$ cat config.mk
export PLATFORM = sky130hd
export DESIGN_NAME = instruction_fetch_controller
export DESIGN_NICKNAME = d
export VERILOG_FILES = /design/src/rtl/instruction_fetch_controller.sv
export SDC_FILE = /design/constraint.sdc
export NUM_CORES = 1
export LEC_CHECK = 0
export ABC_AREA = 1
export CAP_MARGIN = 20
export CORE_MARGIN = 2
export CORE_UTILIZATION = 49
export DETAILED_ROUTE_END_ITERATION = 7
export GPL_TIMING_DRIVEN = 0
export PLACE_DENSITY = 0.88
export SETUP_SLACK_MARGIN = 0.15
export SLEW_MARGIN = 10
export SYNTH_ARGS = -nofsm -noshare
export SYNTH_HDL_FRONTEND = slang
export SYNTH_SLANG_ARGS = --single-unit
$ cat constraint.sdc
create_clock -name Clk -period 8 [get_ports Clk]
set_input_delay 2.4 -clock Clk [delete_from_list [all_inputs] [get_ports Clk]]
set_output_delay 2.4 -clock Clk [all_outputs]
set_load 0.01 [all_outputs]
$ cat src/rtl/instruction_fetch_controller.sv
// instruction_fetch_controller
// Owns the program counter and drives the combinational instruction memory with it.
// Each returned word is captured with its PC into a two-entry buffer that feeds decode
// through a valid/ready handshake. Taken branches and jumps redirect the PC and flush the
// buffer. Fetching stops with a fault flag when the PC leaves the populated memory.

module instruction_fetch_controller #(
  parameter logic [31:0] RESET_PC   = 32'h0000_0000,
  parameter int unsigned IMEM_WORDS = 1024
) (
  input  logic        Clk,
  input  logic        Reset,
  output logic [31:0] ImemAddress,
  input  logic [31:0] ImemInstruction,
  output logic        OutValid,
  input  logic        OutReady,
  output logic [31:0] OutInstruction,
  output logic [31:0] OutPC,
  output logic [31:0] OutPCPlus4,
  input  logic        RedirectValid,
  input  logic [31:0] RedirectTarget,
  output logic        Halt,
  output logic [31:0] FaultPC
);

  // The low two address bits are always cleared, so a misaligned constant cannot leak in
  localparam logic [31:0] C_RESET_PC   = RESET_PC & 32'hFFFF_FFFC;
  localparam logic [31:0] C_IMEM_LIMIT = 32'(IMEM_WORDS);

  typedef enum logic {
    FETCH = 1'b0,
    FAULT = 1'b1
  } state_t;

  state_t      r_state;
  logic        r_halt;
  logic [31:0] r_faultPc;
  logic [31:0] r_pc;

  // Entry 0 is always the head; entry 1 is the second-oldest word
  logic [31:0] r_fifoPc    [2];
  logic [31:0] r_fifoInstr [2];
  logic [1:0]  r_count;

  logic [31:0] w_wordIndex;
  logic        w_inRange;
  logic        w_isFetch;
  logic        w_pop;
  logic        w_push;
  logic        w_faultDetect;
  logic [31:0] w_redirectPc;

  logic [1:0]  w_countAfterPop;
  logic [1:0]  w_nextCount;
  logic [31:0] w_nextPc0;
  logic [31:0] w_nextPc1;
  logic [31:0] w_nextInstr0;
  logic [31:0] w_nextInstr1;

  assign w_wordIndex  = {2'b00, r_pc[31:2]};
  assign w_inRange    = (w_wordIndex < C_IMEM_LIMIT);
  assign w_isFetch    = (r_state == FETCH);
  assign w_pop        = (r_count != 2'd0) && OutReady;
  assign w_redirectPc = RedirectTarget & 32'hFFFF_FFFC;

  // A push needs a free slot, or a slot that the pop in this same cycle is freeing
  assign w_push        = w_isFetch && !RedirectValid && w_inRange &&
                         ((r_count != 2'd2) || w_pop);
  assign w_faultDetect = w_isFetch && !RedirectValid && !w_inRange;

  // Buffer next-state: shift the second entry to the head on a pop, then append at the tail
  always_comb begin
    w_nextPc0       = r_fifoPc[0];
    w_nextPc1       = r_fifoPc[1];
    w_nextInstr0    = r_fifoInstr[0];
    w_nextInstr1    = r_fifoInstr[1];
    w_countAfterPop = r_count;

    if (w_pop) begin
      w_nextPc0       = r_fifoPc[1];
      w_nextInstr0    = r_fifoInstr[1];
      w_countAfterPop = r_count - 2'd1;
    end

    if (w_push) begin
      if (w_countAfterPop == 2'd0) begin
        w_nextPc0    = r_pc;
        w_nextInstr0 = ImemInstruction;
      end else begin
        w_nextPc1    = r_pc;
        w_nextInstr1 = ImemInstruction;
      end
    end

    w_nextCount = w_countAfterPop + {1'b0, w_push};
  end

  // Buffer payload registers; contents beyond the count are don't-care so they need no reset
  always_ff @(posedge Clk) begin
    r_fifoPc[0]    <= w_nextPc0;
    r_fifoPc[1]    <= w_nextPc1;
    r_fifoInstr[0] <= w_nextInstr0;
    r_fifoInstr[1] <= w_nextInstr1;
  end

  // Occupancy: a redirect flushes everything, including anything the pop did not consume
  always_ff @(posedge Clk) begin
    if (Reset) begin
      r_count <= 2'd0;
    end else if (RedirectValid) begin
      r_count <= 2'd0;
    end else begin
      r_count <= w_nextCount;
    end
  end

  // Program counter: jumps on redirect, advances only when the current word was captured
  always_ff @(posedge Clk) begin
    if (Reset) begin
      r_pc <= C_RESET_PC;
    end else if (RedirectValid) begin
      r_pc <= w_redirectPc;
    end else if (w_push) begin
      r_pc <= r_pc + 32'd4;
    end
  end

  // Fetch/fault state machine with registered Halt and fault address
  always_ff @(posedge Clk) begin
    if (Reset) begin
      r_state   <= FETCH;
      r_halt    <= 1'b0;
      r_faultPc <= 32'd0;
    end else if (RedirectValid) begin
      r_state <= FETCH;
      r_halt  <= 1'b0;
    end else begin
      case (r_state)
        FETCH: begin
          if (w_faultDetect) begin
            r_state   <= FAULT;
            r_halt    <= 1'b1;
            r_faultPc <= r_pc;
          end
        end
        FAULT: begin
          r_state <= FAULT;
          r_halt  <= 1'b1;
        end
        default: begin
          r_state <= FETCH;
          r_halt  <= 1'b0;
        end
      endcase
    end
  end

  assign ImemAddress    = r_pc;
  assign OutValid       = (r_count != 2'd0);
  assign OutInstruction = r_fifoInstr[0];
  assign OutPC          = r_fifoPc[0];
  assign OutPCPlus4     = r_fifoPc[0] + 32'd4;
  assign Halt           = r_halt;
  assign FaultPC        = r_faultPc;

endmodule

### Word-level counts from Yosys, hierarchy flattened

Memory sizes are Yosys's and may differ from the RTL's.
Cells that the tools add are included.

| storage, ports and cells | value |
|---|---|
| bits in writable memories | 128 |
| memories kept | 2 |
| register bits after elaboration | 68 |
| bits of input ports | 68 |

Memories:

| name | depth | width | rd ports | clocked after memory_dff | wr ports | line | text |
|---|---|---|---|---|---|---|---|
| r_fifoInstr | 2 | 32 | 2 | 0 | 2 | 42 | `logic [31:0] r_fifoInstr [2];` |
| r_fifoPc | 2 | 32 | 2 | 0 | 2 | 41 | `logic [31:0] r_fifoPc [2];` |

| cells by class | value |
|---|---|
| bitwise gates (word level) | 2 |
| order comparisons | 1 |
| add/subtract/negate cells | 4 |
| reductions and logical operators | 13 |
| muxes and demuxes | 17 |
| equality and inequality tests | 2 |

Operators with widths:

| operator | number |
|---|---|
| $mux 32 | 12 |
| $add 32x3->32 const B | 2 |
| $lt 30x11->1 const B | 1 |
| $logic_and 1x1->1 | 5 |
| $pmux 1 s2 | 2 |
| $reduce_bool 2->1 | 2 |
| $reduce_and 3->1 | 1 |
| $add 2x1->2 | 1 |
| $logic_not 1->1 | 2 |
| $logic_not 2->1 | 1 |
| $mux 1 | 2 |
| $mux 2 | 1 |
| $ne 2x1->1 const B | 1 |
| $ne 2x2->1 const B | 1 |
| $not 1->1 | 2 |
| $reduce_or 2->1 | 1 |
| $sub 2x1->2 const B | 1 |
| $logic_or 1x1->1 | 1 |

### Depth between registers and ports, before layout

| logic depth | value |
|---|---|
| depth after elaboration | 6 |
| depth in mapped cells | 13 |

### Least setup slack after synthesis

No wires, ideal clock.

| timing path | value |
|---|---|
| kind | input -> register |
| start point | input RedirectValid |
| end point | memory r_fifoInstr[1][0] (netlist: r_fifoInstr[0][32]) (enable) |
| path buffers | 1 |
| stages | 5 |
| setup time | 0.502 ns |
| arrival time | 6.169 ns |
| setup slack | 1.329 ns |
| required time | 7.498 ns |
| cells stage by stage | or2_1 a21oi_2 nand3_2 clkbuf_1 a21oi_1 |

RTL lines:

| what | line | text |
|---|---|---|
| start: declaration | 20 | `input logic RedirectValid,` |
| end: declaration | 42 |  |

==> impl_metrics.json <==
{
  "fp.dieH_um": 136,
  "crit_path_start_kind": "flip-flop",
  "stdcell_count": 1441,
  "cp_slowest_cell": "clkdlybuf4s50_1",
  "clk_path_buf_depth": 2,
  "cts_resized": 0,
  "rows": 48,
  "ioPinCount": 230,
  "async_flop_share": 0,
  "cts_buffers": 17,
  "rr_startpoint": "r_count[0]",
  "cts_sinks": 190,
  "fin_setup_tns_ns": 0,
  "max_freq_mhz": 191,
  "synth_top_cell_area_share": 0.299,
  "seq_area_frac_synth": 0.516,
  "cp_common_cell": "nand2_1",
  "grt_first_pass_wirelength_um": 35800,
  "synth-main-ff-cell": "dfxtp_1",
  "end_kind": "primary output",
  "sequentialPowerShare": 0.394,
  "clkTransAtPathRegs_ns": 0.07,
  "slew_viol_final": 0,
  "post_cts_buffers": 0,
  "final_common_cell": "clkdlybuf4s50_1",
  "combPwrFrac": 0.352,
  "setup_viol": 0,
  "final_antenna_net_count": 0,
  "power_switching_mw": 1.01,
  "dp_cells": 1409,
  "yosysUniqueCellTypes": 39,
  "power_mw": 3.30,
  "cp-startpoint": "r_fifoPc[0][2]",
  "rsz0062_at_grt": "false",
  "worstPathMaxFanout": 5,
  "clkPwrFrac": 0.254,
  "worstHoldStart": "ImemAddress[5]",
  "globalRouteOverflowTotal": 0,
  "synth_edf_count": 62,
  "crit_family": "simple AND/OR/NAND/NOR gates",
  "status": "finished clean",
  "diodes": 0,
  "cp.required_ns": 5.60,
  "finish.utilization": 0.682,
  "cts_tree": "built",
  "nets": 1276,
  "antenna_found_initial": 0,
  "final.min_clock_period_ns": 5.23,
  "p_int_mw": 2.29,
  "initial_core_util": 0.499,
  "slowest_delay_ns": 0.55,
  "port_buffers": 222,
  "yosys.area.top_type": "dfxtp_1",
  "power.density_mw_per_mm2": 281,
  "drc": 0,
  "relSlewSlack": 0.641,
  "die_area_mm2": 0.0186,
  "hold_path_class": "flip-flop to flip-flop",
  "ys_ff_latch": 190,
  "finClkSkew_ns": 0.00513,
  "post_drt_wl_per_cell_um": 16.2,
  "avgSynthCellArea_um2": 8.96,
  "synth_cells": 957,
  "path_cells": "ha_1, nand2_1, nor3_4, inv_1, nor3_1, nand2_1, xnor2_1, clkdlybuf4s50_1",
  "drive_gt1_frac": 0.142,
  "postCtsHoldBufs": 0,
  "worst_slew_pin_slew_ns": 0.539,
  "drtIter0Drc": 503,
  "track_usage": 0.248,
  "hold_viol": 0,
  "clockRootBuffer": "clkbuf_16",
  "grt_max_degree": 27,
  "drt-total-wl_um": 23300,
  "syn_area_mm2": 0.00857,
  "swShare": 0.306,
  "cp_num_buf_inv": 2,
  "fin_ws_ns": 2.77,
  "die_w_um": 136,
  "h-tree-depth": 4,
  "vias": 7351,
  "area.growth.synth_to_final_pct": 36.7,
  "irDropWorstVdd_mv": 0.181,
  "dr.pass1.iters": 7,
  "vias_per_cell": 5.10,
  "gp_congestion": 0.899,
  "yosys_warnings": 0,
  "post-place-ws_ns": 3.21,
  "worstPathArrival_ns": 2.83,
  "synth.area.top_cells": "dfxtp_1 30%, edfxtp_1 22%, nand2_1 9.0%, buf_4 6.4%, nand3_1 4.7%",
  "leakagePower_nw": 4.76,
  "cap_viol_max_count": 0,
  "clk_latency_ns": 0.43,
  "core_mm2": 0.0172,
  "grt_pass1_vias": 6971,
  "mostFrequentLayoutCells": "222 x clkdlybuf4s50_1, 206 x nand2_1, 128 x dfxtp_1, 80 x nand3_1, 73 x buf_4",
  "crit_type": "flip-flop to primary output",
  "period_share": 0.654,
  "hpwlAfterDp_um": 17500
}
[layout make-up]
cell class | instances | area, um^2
fillers | 1351 | 5460
repair buffers | 224 | 2260
multi-input cells | 603 | 3200
flip-flops and latches | 190 | 4420
clock inverters | 15 | 158
inverters | 46 | 173
plain buffers | 121 | 801
well taps | 225 | 282
clock buffers | 17 | 425
[synthesized netlist by cell type, types with 7 or more instances]
cell type	number
edfxtp_1	62
a21oi_1	73
nand2_1	206
dfxtp_1	128
nand2_2	18
xnor2_1	7
nor2_1	52
o21ai_0	43
mux2i_1	34
buf_4	73
buf_2	15
buf_1	7
nand3_1	80
inv_1	44
o21ai_2	17
clkbuf_1	21
xor2_1	23
nand4_1	10
nor3_1	12
[layer usage]
metal	GRT usage	part of all wire	vias up
met5	0	0	-
met4	0.0891	0.024	0
met3	0.0634	0.087	53
met2	0.418	0.48	327
met1	0.309	0.41	3371
li1	-	-	3600
[metrics by stage]
| stage | hold WS, ns | cell area [um^2] |
|---|---|---|
| floorplan | 0.438 | 8580 |
| global placement | 0.440 | 11100 |
| detailed placement | 0.444 | 11100 |
| CTS | 0.459 | 11700 |
| global route | 0.474 | 11700 |
| finish | 0.457 | 11700 |
[flip-flops by register name, summed over array words and instances (netlist names)]
name	flops
r_count	2
FaultPC	30
r_state	1
Halt	1
r_fifoPc	62
r_fifoInstr	64
ImemAddress	30
[kinds of logic (layout without fill, tap and decap cells)]
family	Yosys count	count (layout)	synth area share
AOI/OAI and AO/OA	140	140	0.0902
xor gates and xnor gates	31	31	0.0339
adders and majority gates	5	5	0.00730
buffers and inverters	167	423	0.114
DFF	190	190	0.516
muxes	34	34	0.0397
other	1	4	0.000438
and+or+nand+nor	389	389	0.199
[power by group through the flow]
stage | combinational [mW] | clock [mW] | sequential (mW)
finish | 1.16 | 0.837 | 1.30
global route | 1.25 | 0.878 | 1.32
CTS | 1.17 | 0.841 | 1.30
detailed placement | 1.17 | 0 | 1.32
global placement | 1.14 | 0 | 1.31
floorplan | 0.615 | 0 | 1.27
[worst paths after layout]
path / to / slack (ns) / cells after the start
setup / recovery: OutPCPlus4[26] / 2.77 / 8
hold / removal: r_fifoPc[0][37] / 0.46 / 0
setup reg to reg: r_fifoInstr[0][59] / 5.34 / 9
hold reg to reg: r_fifoPc[0][37] / 0.46 / 0
No activity file was read; power rests on OpenSTA's default activity.
